<file path="config.mk">
export PLATFORM = sky130hd
export DESIGN_NAME = serial_sub
export DESIGN_NICKNAME = d
export VERILOG_FILES = /design/src/rtl/serial_sub_pkg.sv /design/src/rtl/full_sub.sv /design/src/rtl/serial_sub.sv
export SDC_FILE = /design/constraint.sdc
export NUM_CORES = 1
export LEC_CHECK = 0
export CORE_MARGIN = 2
export CORE_UTILIZATION = 40
export CTS_CLUSTER_DIAMETER = 30
export DETAILED_ROUTE_END_ITERATION = 8
export SYNTH_ARGS = -nofsm -noshare
export SYNTH_HDL_FRONTEND = slang
export SYNTH_SLANG_ARGS = --single-unit
export TNS_END_PERCENT = 5
</file>
<file path="constraint.sdc">
create_clock -name clk -period 3.52 [get_ports clk]
set_input_delay 0.352 -clock clk [delete_from_list [all_inputs] [get_ports clk]]
set_output_delay 0.352 -clock clk [all_outputs]
set_load 0.05 [all_outputs]
</file>
<file path="src/rtl/serial_sub_pkg.sv">
// serial_sub_pkg
//   Shared definitions for the bit-serial subtractor: FSM state encoding
//   and the default operand width.
package serial_sub_pkg;

  localparam int N_DEFAULT = 8;

  typedef enum logic [1:0] {
    S_IDLE = 2'd0,
    S_RUN  = 2'd1,
    S_DONE = 2'd2
  } state_t;

endpackage

</file>
<file path="src/rtl/full_sub.sv">
// full_sub
//   Combinational 1-bit full subtractor computing A - B - Bin.
//   Ports:
//     A, B, Bin : minuend bit, subtrahend bit, borrow-in
//     D         : difference bit
//     Bout      : borrow-out
module full_sub (
  input  logic A,
  input  logic B,
  input  logic Bin,
  output logic D,
  output logic Bout
);

  assign D    = A ^ B ^ Bin;
  // Borrow when A=0,B=1, or when A==B and a borrow is already pending.
  assign Bout = (~A & B) | (~(A ^ B) & Bin);

endmodule

</file>
<file path="src/rtl/serial_sub.sv">
// serial_sub
//   Bit-serial N-bit subtractor: D = A - B - Bin, one bit per clock, LSB
//   first, with a registered borrow chain through a single full_sub cell.
//   Ports:
//     clk, rst   : clock, synchronous active-high reset
//     Start      : launch request, honoured only in IDLE
//     A, B, Bin  : operands, captured when Start is accepted
//     D, Bout    : registered result; held until the next completion
//     Busy       : high while an operation is in RUN or DONE
//     Done       : one-cycle pulse in the cycle D/Bout update
module serial_sub
  import serial_sub_pkg::*;
#(
  parameter int N  = N_DEFAULT,
  parameter int CW = $clog2(N)
) (
  input  logic         clk,
  input  logic         rst,
  input  logic         Start,
  input  logic [N-1:0] A,
  input  logic [N-1:0] B,
  input  logic         Bin,
  output logic [N-1:0] D,
  output logic         Bout,
  output logic         Busy,
  output logic         Done
);

  state_t        state_reg;
  logic [N-1:0]  sa_reg;
  logic [N-1:0]  sb_reg;
  logic [N-1:0]  res_reg;
  logic          br_reg;
  logic [CW-1:0] cnt_reg;

  logic          cell_d;
  logic          cell_bout;
  logic [N-1:0]  res_next;
  logic          last_bit;

  // Operand LSBs always hold the bit being processed, since sa/sb shift right.
  full_sub u_cell (
    .A    (sa_reg[0]),
    .B    (sb_reg[0]),
    .Bin  (br_reg),
    .D    (cell_d),
    .Bout (cell_bout)
  );

  // New difference bit enters at the MSB; after N shifts bit 0 is the LSB.
  assign res_next = {cell_d, res_reg[N-1:1]};
  assign last_bit = (cnt_reg == CW'(N - 1));
  assign Busy     = (state_reg == S_RUN) || (state_reg == S_DONE);

  always_ff @(posedge clk) begin
    if (rst) begin
      state_reg <= S_IDLE;
      sa_reg    <= '0;
      sb_reg    <= '0;
      res_reg   <= '0;
      br_reg    <= 1'b0;
      cnt_reg   <= '0;
      D         <= '0;
      Bout      <= 1'b0;
      Done      <= 1'b0;
    end else begin
      case (state_reg)
        S_IDLE: begin
          Done <= 1'b0;
          if (Start) begin
            sa_reg    <= A;
            sb_reg    <= B;
            br_reg    <= Bin;
            cnt_reg   <= '0;
            res_reg   <= '0;
            state_reg <= S_RUN;
          end
        end
        S_RUN: begin
          sa_reg  <= sa_reg >> 1;
          sb_reg  <= sb_reg >> 1;
          br_reg  <= cell_bout;
          res_reg <= res_next;
          cnt_reg <= cnt_reg + CW'(1);
          if (last_bit) begin
            D         <= res_next;
            Bout      <= cell_bout;
            Done      <= 1'b1;
            state_reg <= S_DONE;
          end
        end
        S_DONE: begin
          Done      <= 1'b0;
          state_reg <= S_IDLE;
        end
        default: begin
          Done      <= 1'b0;
          state_reg <= S_IDLE;
        end
      endcase
    end
  end

endmodule

</file>
---- Yosys cells after proc, flatten, opt, wreduce, memory -nomap -nowiden ----
Index checks and enable logic that the tools add are counted.
Widths: inputs -> output; s select.
operators by class
  add/subtract/negate cells ............... 1
  equal/unequal tests ..................... 5
  muxes and demuxes ....................... 13
  bitwise logic cells ..................... 8
  reduce and logical (&&, ||, !) cells .... 7
operators by type and width
  kind                 number
  $pmux 8 s2           3
  $mux 8               3
  $pmux 3 s2           1
  $reduce_and 2->1     3
  $mux 2               2
  $ne 2x2->1 const B   2
  $pmux 2 s2           1
  $add 3x1->3 const B  1
  $eq 3x3->1 const B   1
  $mux 3               1
  $not 1->1            3
  $and 1x1->1          2
  $eq 2x1->1 const B   1
  $eq 2x2->1 const B   1
  $logic_not 2->1      1
  $pmux 1 s2           1
  $reduce_bool 2->1    1
  $reduce_or 2->1      1
  $xor 1x1->1          2
  $logic_or 1x1->1     1
  $mux 1               1
  $or 1x1->1           1
storage, ports and cells
  bits in registers ....................... 40
  input bits .............................. 20
  output and inout port bits .............. 11
  logic and storage cells ................. 43

---- Longest topological paths before layout ----
  depth after elaboration ................. 5
  depth in mapped cells ................... 7
  gate-level depth less buffers ........... 5

---- Hierarchy ----
From an unflattened synthesis, not the netlist that was laid out.
unflattened totals
  cell total of the unflattened synthesis .. 176
  area, all modules ....................... 1,712.9 µm²
modules (own cells, without submodules)
  module      instances  cells an instance  area an instance (µm²)  seq. area each (µm²)
  serial_sub  1          172                1,681.6                 780.7
  full_sub    1          4                  31.3                    0.0

---- Worst setup path after synthesis ----
OpenSTA, ideal clock, no wires.
  kind .................................... reg-to-reg
  from .................................... reg sb_reg[0]
  to ...................................... reg res_reg[7]
  library setup time ...................... 0.128 ns
  data arrival time ....................... 1.395 ns
  data required time ...................... 3.392 ns
  slack ................................... 1.997 ns
  stages on the path, launching flop included .. 6
  path buffers ............................ 0
  period minus slack after synthesis ...... 1.523 ns
  cell sequence ........................... dfxtp_1 -> inv_1 -> fa_1 -> mux2_2 -> a222oi_1 -> nor2_1
on the way
  longest elaborated chain between the ends .. 3
RTL lines
  what                      RTL line          source
  start: declaration        serial_sub.sv:31  logic [N-1:0] sb_reg;
  start signal: assignment  serial_sub.sv:81  sb_reg <= sb_reg >> 1;
  $xor 1x1->1 (2 in a row)  full_sub.sv:15    assign D = A ^ B ^ Bin;
  named net cell_d          serial_sub.sv:36  logic cell_d;
  $pmux 8 s2                serial_sub.sv:67  case (state_reg)
  end signal: assignment    serial_sub.sv:83  res_reg <= res_next;
  end: declaration          serial_sub.sv:32  logic [N-1:0] res_reg;
The timed path passes the listed nets, and every way through them passes these cells.
A chain may end at the register's enable or synchronous reset.

---- Worst setup path after layout ----
  from .................................... reg state_reg[1]
  to ...................................... reg sa_reg[3]
on the way
  longest elaborated chain between the ends .. 3
  elaborated cells on any way between the ends .. 6
  classes of those cells .................. eq/ne (2); mux (1); reduce/logical (3)
RTL lines
  what                                                              RTL line          source
  start: declaration                                                serial_sub.sv:29  state_t state_reg;
  start signal: assignment                                          serial_sub.sv:57  state_reg <= S_IDLE;
  start signal: assignment                                          serial_sub.sv:76  state_reg <= S_RUN;
  start signal: assignment                                          serial_sub.sv:89  state_reg <= S_DONE;
  $eq 2x1->1 or $logic_not 2->1 (tied branches)                     serial_sub.sv:67
  $reduce_bool 2->1 (no source line) or $ne 2x2->1 (tied branches)  n/a
  $reduce_and 2->1 (no source line)                                 n/a
  end signal: assignment                                            serial_sub.sv:80  sa_reg <= sa_reg >> 1;
  end: declaration                                                  serial_sub.sv:30  logic [N-1:0] sa_reg;
Several ways; a longest one is shown, not always the timed one.

==> results.py <==
metrics = {
    "status": {
        "status": "finished clean",
    },
    "floorplanning": {
        "floorplan.initialDensity_pct": 41.6,
        "area_of_the_core_sq_um": 4380,
        "fp.dieW_um": 71.5,
        "io_pins": 31,
        "dieArea_sq_um": 5120,
        "chipHeight_um": 71.5,
        "total_number_of_placement_rows": 24,
    },
    "final_layout": {
        "post-route-cell-area_sq_um": 2180,
        "multi_input_comb_area_sq_um": 910,
        "area_taken_by_flip_flops_and_latches_sq_um": 781,
        "syn_to_final_growth_pct": 19.4,
        "filler_cell_count": 417,
        "antenna_cells_inserted": 0,
        "nNetsFinal": 235,
        "final_layout_size_suffix_gt1_share_pct": 9.48,
    },
    "pwr": {
        "p_seq_share_pct": 51.2,
        "power_uw": 941,
        "p_int_uw": 682,
        "power.net_switching_uw": 259,
        "power.leakage_uw": 0.000801,
        "clockPowerShare_pct": 31.5,
        "pwr_per_cell_area_nw_per_um2": 432,
        "comb_power_share_pct": 17.3,
        "worst_ir_drop_vdd_mv": 0.199,
        "swShare_pct": 27.5,
    },
    "sta": {
        "fin_tns_setup_ns": 0,
        "final_max_slew_viol_count": 0,
        "max_clock_freq_mhz": 436,
        "relative_slew_slack_pct": 25.2,
        "final_hold_vios": 0,
        "final.setup_skew_ns": 0.00487,
        "post-route-worst-setup-slack_ns": 1.23,
        "worst_pin_slew_ns": 1.12,
        "post-route-min-period_ns": 2.29,
        "hold_ws_ns": 0.458,
        "rsz0062_at_grt": "false",
        "final-setup-viol-count": 0,
        "min_period_over_period_pct": 65.2,
    },
    "drt": {
        "wl_per_cell_um": 13.2,
        "detail-route-antenna-nets": 0,
        "total_wirelength_um": 3480,
        "drc": 0,
        "drtPass1Iterations": 4,
        "routed-via-count": 1394,
        "first_iter_violations": 78,
        "route.detailed.vias_per_inst": 5.30,
    },
    "placement": {
        "port_buffer_count": 30,
        "finalWeightedCongestion": 0.711,
        "pre_cts_ws_ns": 1.22,
        "hpwl_um": 2490,
        "post_dp_cell_area_sq_um": 2090,
    },
    "global_routing": {
        "grt_start_max_net_pins": 33,
        "first_global_vias": 1408,
        "remaining_global_route_overflow": 0,
        "grt_pass1_wl_um": 6110,
        "antenna_found_initial": 0,
        "grt.total_usage_pct": 15.0,
    },
    "setup_path": {
        "crit-reg2reg-launch": "state_reg[1]$_SDFFE_PP0P_",
        "crit-reg2reg-capture": "sa_reg[3]$_SDFFE_PP0P_",
        "worst-r2r-cell-count": 5,
        "crit_end": "sa_reg[3]$_SDFFE_PP0P_",
        "startpoint_type": "flip-flop",
        "cp-end-kind": "flip-flop",
        "critical_path_class": "flip-flop to flip-flop",
        "worstPathArrival_ns": 2.48,
        "crit_fanout": 32,
        "setup.worst_path.start": "state_reg[1]$_SDFFE_PP0P_",
        "ff2ff_setup_slack_ns": 1.23,
        "cp.required_ns": 3.70,
    },
    "yosys": {
        "post_synth.cell_area_avg_sq_um": 9.81,
        "synth_fp_nets": 211,
        "synthCells": 186,
        "synth-warning-count": 0,
        "yosys_register_bits": 39,
        "synth.yosys.seq_area_share_pct": 42.8,
        "synth.lib_cells_used.distinct": 25,
        "post_synth_instance_area_sq_um": 1820,
    },
    "clocking": {
        "cts_max_path_buffers": 2,
        "hold_buffers": 0,
        "clk_latency_ns": 0.29,
        "clock-root-buffer": "sky130_fd_sc_hd__clkbuf_8",
        "cts_made_buffers": 5,
        "clk_pin_slew_worst_paths_ns": 0.08,
        "clkSinkCount": 39,
        "tritoncts": "yes",
        "cts_max_level": 2,
        "cts_setup_buffers": 0,
        "ctsResizeCount": 0,
    },
    "worst_hold_path": {
        "hold_class": "flip-flop to flip-flop",
    },
    "run": {
        "max_cap_violation_count": 0,
    },
}
[how the worst min path moves through the flow]
stage	from	end	slack [ns]	depth (start not counted)
finish	D[1]$_SDFFE_PP0P_	D[1]$_SDFFE_PP0P_	0.46	2
global placement	D[1]$_SDFFE_PP0P_	D[1]$_SDFFE_PP0P_	0.44	2
global route	D[1]$_SDFFE_PP0P_	D[1]$_SDFFE_PP0P_	0.47	2
detailed placement	D[1]$_SDFFE_PP0P_	D[1]$_SDFFE_PP0P_	0.45	2
floorplan	res_reg[1]$_SDFFE_PP0P_	D[0]$_SDFFE_PP0P_	0.44	2
CTS	D[1]$_SDFFE_PP0P_	D[1]$_SDFFE_PP0P_	0.46	2
[metal layers]
metal / vias to the layer above / share of wire, % / track usage (%)
met3: 7 / 4.1 / 3.38
met5: - / 0 / 0
met4: 0 / 2.0 / 8.60
li1: 708 / - / -
met2: 37 / 47 / 25.8
met1: 642 / 46 / 17.2
[worst max-delay path, cell delays in order, from the launching register on]
cell,delay (ns)
sky130_fd_sc_hd__dfxtp_1,0.30
sky130_fd_sc_hd__inv_1,0.09
sky130_fd_sc_hd__ha_1,0.91
sky130_fd_sc_hd__mux2_4,0.53
sky130_fd_sc_hd__nor2_1,0.08
sky130_fd_sc_hd__a211oi_1,0.26
[synthesized netlist by cell type (all sizes together)]
master / instances / area share (%)
buf: 10 / 5.1
dfxtp: 39 / 43
clkbuf: 5 / 1.0
mux2: 10 / 7.8
a222oi: 9 / 4.9
mux2i: 17 / 9.3
nand2: 17 / 3.5
inv: 6 / 1.2
o21ai: 1 / 0.27
and3: 1 / 0.34
xnor2: 1 / 0.48
nor2b: 3 / 1.0
a2111oi: 1 / 0.82
nand2b: 1 / 0.34
a211oi: 18 / 7.4
nor2: 30 / 6.2
a21oi: 9 / 2.5
fa: 1 / 1.1
ha: 4 / 2.7
and2: 2 / 0.69
nor3b: 1 / 0.41
[placed cells by master, fill, tap and decap left out]
cell,n
sky130_fd_sc_hd__fa_1,1
sky130_fd_sc_hd__mux2_4,8
sky130_fd_sc_hd__nor2b_1,3
sky130_fd_sc_hd__nand2b_1,1
sky130_fd_sc_hd__and3_1,1
sky130_fd_sc_hd__a211oi_1,18
sky130_fd_sc_hd__ha_1,4
sky130_fd_sc_hd__clkbuf_8,5
sky130_fd_sc_hd__inv_1,6
sky130_fd_sc_hd__mux2_2,2
sky130_fd_sc_hd__a2111oi_2,1
sky130_fd_sc_hd__clkinv_2,1
sky130_fd_sc_hd__a222oi_1,9
sky130_fd_sc_hd__xnor2_1,1
sky130_fd_sc_hd__a21oi_1,9
sky130_fd_sc_hd__o21ai_0,1
sky130_fd_sc_hd__clkdlybuf4s50_1,30
sky130_fd_sc_hd__clkinvlp_4,1
sky130_fd_sc_hd__nor2_1,30
sky130_fd_sc_hd__mux2i_1,17
sky130_fd_sc_hd__nor3b_1,1
sky130_fd_sc_hd__clkbuf_1,1
sky130_fd_sc_hd__and2_1,2
sky130_fd_sc_hd__dfxtp_1,39
sky130_fd_sc_hd__buf_4,2
sky130_fd_sc_hd__nand2_1,17
[through the flow]
stage               cells  util, %
finish                263     49.7
global route          263     49.7
CTS                   263     49.7
detailed placement    255     47.7
global placement      255     47.7
floorplan             186        -
[power by group through the flow]
stage                     sequential [uW]  combinational [uW]  clock, uW
after CTS                             482                 165        306
after global routing                  485                 181        323
after detailed placement              492                 164          0
after global placement                491                 159          0
final                                 482                 163        296
after floorplan                       488                 136          0
[area by class of cell]
type / instances / area share, %
Clock inverter: 2 / 0.574
Clock buffer: 6 / 3.33
Sequential cell: 39 / 35.8
Timing Repair Buffer: 32 / 14.5
Multi-Input combinational cell: 126 / 41.8
Tap cell: 52 / 2.99
Inverter: 6 / 1.03
[cell families after synthesis]
logic type	after synthesis	synth area share [%]
flip-flops	39	42.8
AO/OA/AOI/OAI	38	15.9
adder cells (fa/ha/maj)	5	3.84
multiplexers	27	17.1
AND/OR/NAND/NOR	55	12.5
XOR/XNOR	1	0.480
buffers and inverters	21	7.34
No activity file was read; power rests on OpenSTA's default activity.
